### src/rtl/calc_pkg.sv
// Shared calculator types: keypad geometry, scanner state and scan-result enums,
// and the key-code legend used by the core and the display path.
package calc_pkg;

    localparam int NUM_ROWS = 4;
    localparam int NUM_COLS = 4;

    typedef enum logic [1:0] {
        ST_IDLE,
        ST_PRESS,
        ST_HELD,
        ST_RELEASE
    } scan_state_t;

    typedef enum logic [1:0] {
        RES_NONE,
        RES_SINGLE,
        RES_MULTI
    } scan_res_t;

    // Key code = row*4 + col on the board legend
    localparam logic [3:0] KEY_1   = 4'h0;
    localparam logic [3:0] KEY_2   = 4'h1;
    localparam logic [3:0] KEY_3   = 4'h2;
    localparam logic [3:0] KEY_ADD = 4'h3;
    localparam logic [3:0] KEY_4   = 4'h4;
    localparam logic [3:0] KEY_5   = 4'h5;
    localparam logic [3:0] KEY_6   = 4'h6;
    localparam logic [3:0] KEY_SUB = 4'h7;
    localparam logic [3:0] KEY_7   = 4'h8;
    localparam logic [3:0] KEY_8   = 4'h9;
    localparam logic [3:0] KEY_9   = 4'hA;
    localparam logic [3:0] KEY_MUL = 4'hB;
    localparam logic [3:0] KEY_CLR = 4'hC;
    localparam logic [3:0] KEY_0   = 4'hD;
    localparam logic [3:0] KEY_EQ  = 4'hE;
    localparam logic [3:0] KEY_DIV = 4'hF;

endpackage

### src/rtl/sync_2ff.sv
// Four-bit two-flop synchronizer for the asynchronous keypad row lines.
module sync_2ff (
    input  logic       clk,
    input  logic       rst,
    input  logic [3:0] d,
    output logic [3:0] q
);

    logic [3:0] meta;

    always_ff @(posedge clk or negedge rst) begin
        if (!rst) begin
            meta <= '0;
            q    <= '0;
        end else begin
            meta <= d;
            q    <= meta;
        end
    end

endmodule

### src/rtl/keypad_scanner.sv
// 4x4 keypad scanner: drives columns one at a time, classifies each full scan,
// debounces press/release and hands one key code per press over valid/ready.
module keypad_scanner
    import calc_pkg::*;
#(
    parameter int SCAN_TICKS     = 2000,
    parameter int DEBOUNCE_SCANS = 4
) (
    input  logic                clk,
    input  logic                rst,
    input  logic [NUM_ROWS-1:0] row_in,
    output logic [NUM_COLS-1:0] col_drv,
    output logic [3:0]          key_code,
    output logic                key_valid,
    input  logic                key_ready,
    output logic                overrun
);

    localparam int TW = $clog2(SCAN_TICKS);
    localparam int CW = $clog2(DEBOUNCE_SCANS + 1);
    localparam logic [TW-1:0] LAST_TICK = TW'(SCAN_TICKS - 1);
    localparam logic [CW-1:0] CNT_MAX   = CW'(DEBOUNCE_SCANS);

    logic [TW-1:0]       tick;
    logic [1:0]          col_idx;
    logic [NUM_ROWS-1:0] row_sync;
    logic [NUM_ROWS-1:0] row_low;
    logic                sample;
    logic                scan_done;
    logic [2:0]          n_low;
    logic [1:0]          row_hit;
    logic [1:0]          base_count;
    logic [2:0]          sum_count;
    logic [1:0]          new_count;
    logic [3:0]          new_code;
    logic [1:0]          acc_count;
    logic [3:0]          acc_code;
    scan_res_t           scan_res;
    scan_state_t         state;
    scan_state_t         state_nxt;
    logic [CW-1:0]       cnt;
    logic [CW-1:0]       cnt_nxt;
    logic [CW-1:0]       cnt_inc;
    logic [3:0]          cand;
    logic [3:0]          cand_nxt;
    logic                confirm;
    logic [3:0]          confirm_code;
    logic                transfer;

    sync_2ff u_sync (
        .clk (clk),
        .rst (rst),
        .d   (row_in),
        .q   (row_sync)
    );

    always_ff @(posedge clk or negedge rst) begin
        if (!rst) begin
            tick    <= '0;
            col_idx <= '0;
        end else if (tick == LAST_TICK) begin
            tick    <= '0;
            col_idx <= col_idx + 2'd1;
        end else begin
            tick <= tick + TW'(1);
        end
    end

    assign col_drv   = ~(4'b0001 << col_idx);
    assign sample    = (tick == LAST_TICK);
    assign scan_done = sample && (col_idx == 2'd3);

    // Low-row count saturates at 2: anything beyond one hit is already MULTI.
    // Column 0 starts a fresh scan, so the stored totals are ignored there.
    always_comb begin
        row_low = ~row_sync;
        n_low   = '0;
        row_hit = '0;
        for (int r = 0; r < NUM_ROWS; r++) begin
            if (row_low[r]) begin
                n_low   = n_low + 3'd1;
                row_hit = 2'(r);
            end
        end
        base_count = (col_idx == 2'd0) ? 2'd0 : acc_count;
        sum_count  = {1'b0, base_count} + n_low;
        new_count  = (sum_count >= 3'd2) ? 2'd2 : sum_count[1:0];
        new_code   = (col_idx == 2'd0) ? 4'd0 : acc_code;
        if (base_count == 2'd0 && n_low == 3'd1) begin
            new_code = {row_hit, col_idx};
        end
        case (new_count)
            2'd0:    scan_res = RES_NONE;
            2'd1:    scan_res = RES_SINGLE;
            default: scan_res = RES_MULTI;
        endcase
    end

    always_ff @(posedge clk or negedge rst) begin
        if (!rst) begin
            acc_count <= '0;
            acc_code  <= '0;
        end else if (sample) begin
            acc_count <= new_count;
            acc_code  <= new_code;
        end
    end

    always_ff @(posedge clk or negedge rst) begin
        if (!rst) begin
            state <= ST_IDLE;
            cnt   <= '0;
            cand  <= '0;
        end else begin
            state <= state_nxt;
            cnt   <= cnt_nxt;
            cand  <= cand_nxt;
        end
    end

    always_comb begin
        state_nxt    = state;
        cnt_nxt      = cnt;
        cand_nxt     = cand;
        confirm      = 1'b0;
        confirm_code = cand;
        cnt_inc      = (cnt == CNT_MAX) ? cnt : cnt + CW'(1);
        if (scan_done) begin
            case (state)
                ST_IDLE: begin
                    if (scan_res == RES_SINGLE) begin
                        cand_nxt  = new_code;
                        cnt_nxt   = CW'(1);
                        state_nxt = ST_PRESS;
                        if (DEBOUNCE_SCANS == 1) begin
                            confirm      = 1'b1;
                            confirm_code = new_code;
                            state_nxt    = ST_HELD;
                        end
                    end
                end
                ST_PRESS: begin
                    if (scan_res == RES_SINGLE && new_code == cand) begin
                        cnt_nxt = cnt_inc;
                        if (cnt_inc == CNT_MAX) begin
                            confirm   = 1'b1;
                            state_nxt = ST_HELD;
                        end
                    end else begin
                        cnt_nxt   = '0;
                        state_nxt = ST_IDLE;
                    end
                end
                ST_HELD: begin
                    if (scan_res != RES_SINGLE) begin
                        cnt_nxt   = CW'(1);
                        state_nxt = ST_RELEASE;
                        if (DEBOUNCE_SCANS == 1) begin
                            cnt_nxt   = '0;
                            state_nxt = ST_IDLE;
                        end
                    end
                end
                ST_RELEASE: begin
                    if (scan_res == RES_NONE) begin
                        cnt_nxt = cnt_inc;
                        if (cnt_inc == CNT_MAX) begin
                            cnt_nxt   = '0;
                            state_nxt = ST_IDLE;
                        end
                    end else begin
                        state_nxt = ST_HELD;
                    end
                end
                default: begin
                    cnt_nxt   = '0;
                    state_nxt = ST_IDLE;
                end
            endcase
        end
    end

    assign transfer = key_valid && key_ready;

    // A confirm landing on a transfer cycle reloads the slot instead of overrunning.
    always_ff @(posedge clk or negedge rst) begin
        if (!rst) begin
            key_code  <= '0;
            key_valid <= 1'b0;
            overrun   <= 1'b0;
        end else if (confirm) begin
            if (!key_valid || transfer) begin
                key_code  <= confirm_code;
                key_valid <= 1'b1;
            end else begin
                overrun <= 1'b1;
            end
        end else if (transfer) begin
            key_valid <= 1'b0;
        end
    end

endmodule

### config.mk
export PLATFORM = sky130hd
export DESIGN_NAME = keypad_scanner
export DESIGN_NICKNAME = d
export VERILOG_FILES = /design/src/rtl/calc_pkg.sv /design/src/rtl/sync_2ff.sv /design/src/rtl/keypad_scanner.sv
export SDC_FILE = /design/constraint.sdc
export NUM_CORES = 1
export LEC_CHECK = 0
export ABC_CLOCK_PERIOD_IN_PS = 6150
export BUFFER_PORTS_ARGS = -buffer_cell sky130_fd_sc_hd__clkbuf_2
export CORE_UTILIZATION = 30
export DETAILED_ROUTE_END_ITERATION = 16
export PLACE_DENSITY = 0.49
export SLEW_MARGIN = 20
export SYNTH_ARGS = -nofsm -noshare
export SYNTH_HDL_FRONTEND = slang
export SYNTH_SLANG_ARGS = --single-unit
### constraint.sdc
create_clock -name clk -period 6.15 [get_ports clk]
set_input_delay 1.23 -clock clk [delete_from_list [all_inputs] [get_ports clk]]
set_output_delay 1.23 -clock clk [all_outputs]
set_load 0.02 [all_outputs]
# ---- Word-level counts from Yosys, hierarchy flattened
# Cells that the tools add are included.
dict set report totals {
  out_inout_bits 10
  elab_cells 94
  ff_bits 42
  input_bits 7
}
dict set report classes {
  n_reduce_logical 18
  muxes 34
  shift 1
  order_cmp 1
  n_bitwise 3
  eq_ne 18
  addsub 7
}
# operator count
set op_table {}
lappend op_table {{$mux 3} 9}
lappend op_table {{$mux 2} 10}
lappend op_table {{$add 3x1->3 const B} 4}
lappend op_table {{$pmux 3 s4} 1}
lappend op_table {{$add 11x1->11 const B} 1}
lappend op_table {{$eq 11x11->1 const B} 1}
lappend op_table {{$mux 11} 1}
lappend op_table {{$logic_not 2->1} 5}
lappend op_table {{$mux 1} 9}
lappend op_table {{$mux 4} 2}
lappend op_table {{$not 4->4} 2}
lappend op_table {{$pmux 2 s4} 1}
lappend op_table {{$eq 2x1->1 const B} 3}
lappend op_table {{$eq 2x2->1 const B} 3}
lappend op_table {{$eq 3x3->1 const B} 2}
lappend op_table {{$ne 2x2->1 const B} 3}
lappend op_table {{$ne 3x3->1 const B} 2}
lappend op_table {{$reduce_and 2->1} 3}
lappend op_table {{$reduce_and 5->1} 1}
lappend op_table {{$eq 4x4->1} 1}
lappend op_table {{$logic_and 1x1->1} 4}
lappend op_table {{$ne 2x1->1 const B} 2}
lappend op_table {{$pmux 2 s2} 1}
lappend op_table {{$reduce_and 4->1} 1}
lappend op_table {{10 further kinds} 10}

# ---- Logic depth before layout (Yosys ltp)
dict set report logic_depth {
  depth_word 20
  depth_mapped 13
  mapped_depth_nobuf 13
}

# ---- Hierarchy
# From an unflattened synthesis, not the netlist that was laid out.
dict set report unflattened {
  hier_cells 230
  area_unflattened_um2 2354.8
}
# module cells_each area_each_um2 seq_area_each_um2 n_inst
set modules_own_cells {}
lappend modules_own_cells {keypad_scanner 222 2154.6 850.8 1}
lappend modules_own_cells {sync_2ff 8 200.2 200.2 1}

# ---- Worst setup path after synthesis
# No wires, ideal clock.
dict set report synth_path {
  path_kind {register to register}
  from {register u_sync.q[0]}
  to {register cnt[2]}
  n_path_buf 0
  stages_incl_launch_ff 13
  arrival_time_ns 3.551
  setup_time_ns 0.128
  slack_ns 2.471
  synth_period_minus_slack_ns 3.679
  t_required_ns 6.022
  path_cell_list {dfrtp_1 inv_1 ha_1 xnor2_1 ha_1 mux2_2 fa_1 xnor3_2 nor2_1 mux2_2 a221o_1 a211oi_1 nor3_1}
}
dict set report synth_via {
  elab_chain_len 17
  elab_cells_between_ends 28
  cone_classes {4 x add/sub; 1 x order compare; 8 x eq/ne; 9 x mux; 1 x bitwise; 5 x reduce/logical}
}
# item line
set synth_lines {}
lappend synth_lines {{start: declaration} sync_2ff.sv:6} ;# output logic [3:0] q
lappend synth_lines {{start signal: assignment} sync_2ff.sv:17} ;# q <= meta;
lappend synth_lines {{$not 4->4 *} keypad_scanner.sv:76} ;# row_low = ~row_sync;
lappend synth_lines {{$mux 1 *} keypad_scanner.sv:80} ;# if (row_low[r]) begin
lappend synth_lines {{$add 3x1->3} keypad_scanner.sv:81} ;# n_low = n_low + 3'd1;
lappend synth_lines {{$mux 3 *} keypad_scanner.sv:80}
lappend synth_lines {{$add 3x1->3} keypad_scanner.sv:81}
lappend synth_lines {{$mux 3 *} keypad_scanner.sv:80}
lappend synth_lines {{$add 3x1->3} keypad_scanner.sv:81}
lappend synth_lines {{$mux 3 *} keypad_scanner.sv:80}
lappend synth_lines {{$add 2x3->3} keypad_scanner.sv:86} ;# sum_count = {1'b0, base_count} + n_low;
lappend synth_lines {{$ge 3x2->1} keypad_scanner.sv:87} ;# new_count = (sum_count >= 3'd2) ? 2'd2 : sum_count[1:0];
lappend synth_lines {{$mux 2} keypad_scanner.sv:87}
lappend synth_lines {{$eq 2x1->1 or $logic_not 2->1 (tied branches)} keypad_scanner.sv:92} ;# case (new_count)
lappend synth_lines {{$pmux 2 s2} keypad_scanner.sv:92}
lappend synth_lines {{$eq 2x1->1} {keypad_scanner.sv:131, keypad_scanner.sv:143}}
lappend synth_lines {{$logic_and 1x1->1} keypad_scanner.sv:143} ;# if (scan_res == RES_SINGLE && new_code == cand) begin
lappend synth_lines {{$mux 3} keypad_scanner.sv:143}
lappend synth_lines {{$pmux 3 s4} keypad_scanner.sv:129} ;# case (state)
lappend synth_lines {{end signal: assignment} keypad_scanner.sv:116} ;# cnt <= cnt_nxt;
lappend synth_lines {{end: declaration} keypad_scanner.sv:41} ;# logic [CW-1:0] cnt;
# Mark *: on every way between the ends. The rest lies on a longest branch, timed or not.
# A chain may end at the register's enable or synchronous reset.

# ---- Worst setup path in the final report
dict set report layout_path {
  from {register u_sync.q[1]}
  to {register key_code[2]}
}
dict set report layout_via {
  elab_chain_len 17
  elab_cells_between_ends 25
  cone_classes {3 x add/sub; 1 x order compare; 4 x eq/ne; 12 x mux; 1 x bitwise; 4 x reduce/logical}
}
# item line
set layout_lines {}
lappend layout_lines {{$not 4->4 *} keypad_scanner.sv:76}
lappend layout_lines {{$mux 3} keypad_scanner.sv:80}
lappend layout_lines {{$add 3x1->3} keypad_scanner.sv:81}
lappend layout_lines {{$mux 3} keypad_scanner.sv:80}
lappend layout_lines {{$add 3x1->3} keypad_scanner.sv:81}
lappend layout_lines {{$mux 3} keypad_scanner.sv:80}
lappend layout_lines {{$add 2x3->3} keypad_scanner.sv:86}
lappend layout_lines {{$ge 3x2->1} keypad_scanner.sv:87}
lappend layout_lines {{$mux 2} keypad_scanner.sv:87}
lappend layout_lines {{$eq 2x1->1 or $logic_not 2->1 (tied branches)} keypad_scanner.sv:92}
lappend layout_lines {{$pmux 2 s2} keypad_scanner.sv:92}
lappend layout_lines {{$eq 2x1->1} keypad_scanner.sv:143}
lappend layout_lines {{$logic_and 1x1->1 *} keypad_scanner.sv:143}
lappend layout_lines {{$mux 1 *} keypad_scanner.sv:143}
lappend layout_lines {{$mux 1 *} keypad_scanner.sv:129}
lappend layout_lines {{$mux 1 *} keypad_scanner.sv:128} ;# if (scan_done) begin
lappend layout_lines {{$reduce_and 2->1 (no line) *} -}
lappend layout_lines {{end signal: assignment} keypad_scanner.sv:193} ;# key_code <= confirm_code;
lappend layout_lines {{end: declaration} keypad_scanner.sv:13} ;# output logic [3:0] key_code,
# Marked as above.

==> metrics.yaml <==
status: "finished, final reports clean"
synthesis.area_sq_um: 2455
rsz0062_at_grt: "false"
vias: 1766
drt_wl_total_mm: 4.980
antenna_found_initial: 0
cp.required_ns: 6.33
cts_sinks: 42
min_path_cells: 0
cts_buffers: 5
initial_core_util_pct: 31.44
vias_per_cell: 4.919
slew_headroom_pct: 41.49
synth-main-ff-cell: "dfrtp_1"
ys_types: 56
die-area_sq_um: 8549
setup-violations-final: 0
cp-end-kind: "register"
worstPathMaxFanout: 6
fin_area_sq_um: 2755
critPathSlowestCell: "a2111oi_4"
grt-ovfl-total: 0
track_usage_pct: 12.62
root_buffer: "clkbuf_8"
port_buffers: 16
dieWidth_um: 92.46
grt_max_degree: 43
syn_avg_cell_area_sq_um: 10.27
worstReg2RegEnd: "key_code[2]$_DFFE_PN0P_"
core_region_area_sq_um: 7807
p_leak_nw: 1.221
start_kind: "register"
async_flop_share_pct: 100.0
finalHoldViolCount: 0
dp.cells: 351
nFillCells: 815
drtPass1Iterations: 4
synth_edf_count: 0
max_freq_ghz: 0.2464
maxSlewViolCount: 0
ys_seq_elements: 42
cts_setup_buffers: 0
pre_cts_slack_ns: 2.081
final_antenna_net_count: 0
gp_congestion: 0.7978
cts_htree_levels: 2
ys_seq_area_share_pct: 42.81
ir_worst_vdd_mv: 0.06934
tightest_slew_ns: 0.8704
grt_pass1_vias: 1652
finalCritPeriodShare_pct: 65.98
cts_tree: "yes"
syn_to_final_growth_pct: 12.23
wl_per_cell_um: 13.87
cts.hold.buffers_added: 0
setup_tns_ns: 0
synthesis.nets: 258
rows: 32
hold_class: "reg -> reg"
clkTransAtPathRegs_ns: 0.08
period_needed_ns: 4.058
reg2reg_from: "u_sync.q[1]$_DFF_PN0_"
crit_path_max_incr_delay_ns: 0.64
clockBufferDepth: 2
crit_path_cell_trace: "inv_1 > ha_1 > xnor2_1 > ha_1 > mux2_2 > fa_1 > xnor3_2 > nor3_1 > o21ai_0 > a2111oi_4 > nand2_4 > mux2_4"
clock_skew_ns: 0.005696
final_cells: 359
drt_iter0_markers: 113
place_hpwl_mm: 3.572
io_pins: 17
rr_worst_depth: 12
antennaDiodeCount: 0
criticalPathCategory: "reg -> reg"
max_cap_violations: 0
min_from: "u_sync.meta[3]$_DFF_PN0_"
drc: 0
post-route-util_pct: 35.29
die_y_um: 92.46
power_density_nw_per_um2: 202.8
syn_inst: 239
clkLatencyLatePin_ns: 0.29
cp_common_cell: "ha_1"
layout.nets: 275
drive_gt1_share_pct: 17.12
grt_pass1_wl_mm: 8.259
layout_setup_ws_ns: 2.092
rrSetupSlack_ns: 2.09
dpl_cell_area_sq_um: 2645
synth_warnings: 0
crit_arrival_ns: 4.24
holdPathEnd: "u_sync.q[3]$_DFF_PN0_"
post_cts_resized: 0
## per-stage QoR
step	power [mW]	hold slack, ns
detailed placement	0.3465	0.3347
floorplan	0.3304	0.3312
global placement	0.3467	0.3344
finish	0.5587	0.3525
global route	0.5868	0.3604
CTS	0.5698	0.3547
## Yosys cell counts (2+ instances only)
cell	n	area, sq um
a21oi_1	12	60.06
nor3b_1	2	15.01
a211oi_1	3	22.52
buf_4	2	15.01
mux2_2	4	45.04
mux2_4	4	60.06
a32o_1	5	50.05
xor2_1	7	61.31
nor4_1	3	18.77
nand3b_1	3	22.52
clkbuf_1	4	15.01
nor3_1	4	20.02
inv_1	12	45.04
nand2_1	25	93.84
xnor2_1	7	61.31
dfrtp_1	42	1051
a21o_1	2	15.01
nor2_1	18	67.56
nand3_1	6	30.03
o31ai_1	3	22.52
nand4_1	3	18.77
mux2i_1	2	20.02
nand2b_1	4	25.02
a31oi_1	3	18.77
ha_1	11	137.6
nor4b_2	2	30.03
nor4_2	2	25.02
nor2b_1	7	43.79
o21ai_0	10	50.05
## area by class of cell
| class | instances | area (sq um) | area share, % |
|---|---|---|---|
| clock buffers | 6 | 72.57 | 2.634 |
| clock inverters | 2 | 37.54 | 1.362 |
| inverters | 12 | 45.04 | 1.635 |
| multi-input cells | 178 | 1331 | 48.32 |
| flip-flops and latches | 42 | 1051 | 38.15 |
| well taps | 102 | 127.6 | 4.632 |
| repair buffers | 17 | 90.09 | 3.270 |
## per-layer routing
layer	track usage, %	vias to the layer above	wire, um
met5	0	-	0
met4	4.427	0	62
met3	2.709	5	173
met2	17.84	22	2156
met1	18.75	851	2587
li1	-	888	-
## worst max path at each step
stage | startpoint | end | slack, ns | cells after the start
6_report | u_sync.q[1]$_DFF_PN0_ | key_code[2]$_DFFE_PN0P_ | 2.09 | 12
5_1_grt | u_sync.q[1]$_DFF_PN0_ | key_code[2]$_DFFE_PN0P_ | 1.87 | 12
4_1_cts | u_sync.q[1]$_DFF_PN0_ | key_code[2]$_DFFE_PN0P_ | 2.07 | 12
3_5_place_dp | u_sync.q[1]$_DFF_PN0_ | key_code[2]$_DFFE_PN0P_ | 2.08 | 12
3_3_place_gp | u_sync.q[1]$_DFF_PN0_ | key_code[2]$_DFFE_PN0P_ | 2.14 | 12
2_1_floorplan | u_sync.q[0]$_DFF_PN0_ | cnt[2]$_DFFE_PN0P_ | 2.47 | 12
## layout by cell type, fill, tap and decap left out, types with 2 or more instances in the layout
master	Yosys	final
a211oi_1	3	3
nand3b_1	3	3
nand4_1	3	3
a21oi_1	12	12
nand3_1	6	6
a31oi_1	3	3
dfrtp_1	42	42
nor2_1	18	18
a21o_1	2	2
ha_1	11	11
mux2i_1	2	2
nor3_1	4	4
nor2b_1	7	7
mux2_4	4	4
clkbuf_8	0	5
nand2b_1	4	4
nand2_1	25	25
a32o_1	5	5
mux2_2	4	4
nor4_2	2	3
inv_1	12	12
clkbuf_2	0	15
o21ai_0	10	10
o31ai_1	3	3
xor2_1	7	7
nor4_1	3	2
nor4b_2	2	2
nor3b_1	2	2
xnor2_1	7	7
## worst max-delay path, delay by kind of cell (launching register included)
kind / cells / cell delay (ns)
adders and majority gates: 3 / 1.05
AOI/OAI and AO/OA: 2 / 0.82
xor gates and xnor gates: 2 / 0.68
muxes: 2 / 0.61
DFF: 1 / 0.38
and+or+nand+nor: 2 / 0.35
buffers and inverters: 1 / 0.06
## logic make-up (layout without fill, tap and decap cells)
family	after synthesis	count (layout)	synth area share, %
compound gates	50	50	14.78
xor+xnor	16	16	6.626
fa+ha+maj	12	12	6.422
buf+inv	19	37	3.210
flops	42	42	42.81
mux	10	10	5.097
simple gates	90	90	21.05
## registers in the layout, summed over array words and instances, names as in the netlist
register and cells:
acc_code 4, acc_count 2, cand 4, cnt 3, col_idx 2, key_code 4
key_valid 1, overrun 1, state 2, tick 11, u_sync.meta 4, u_sync.q 4
## power breakdown
| group | internal, mW | switching (mW) | total [mW] |
|---|---|---|---|
| Combinational | 0.0232 | 0.0361 | 0.0594 |
| Clock | 0.121 | 0.0966 | 0.218 |
| Sequential | 0.278 | 0.00312 | 0.282 |
| Total | 0.423 | 0.136 | 0.559 |
No activity file was read; power rests on OpenSTA's default activity.
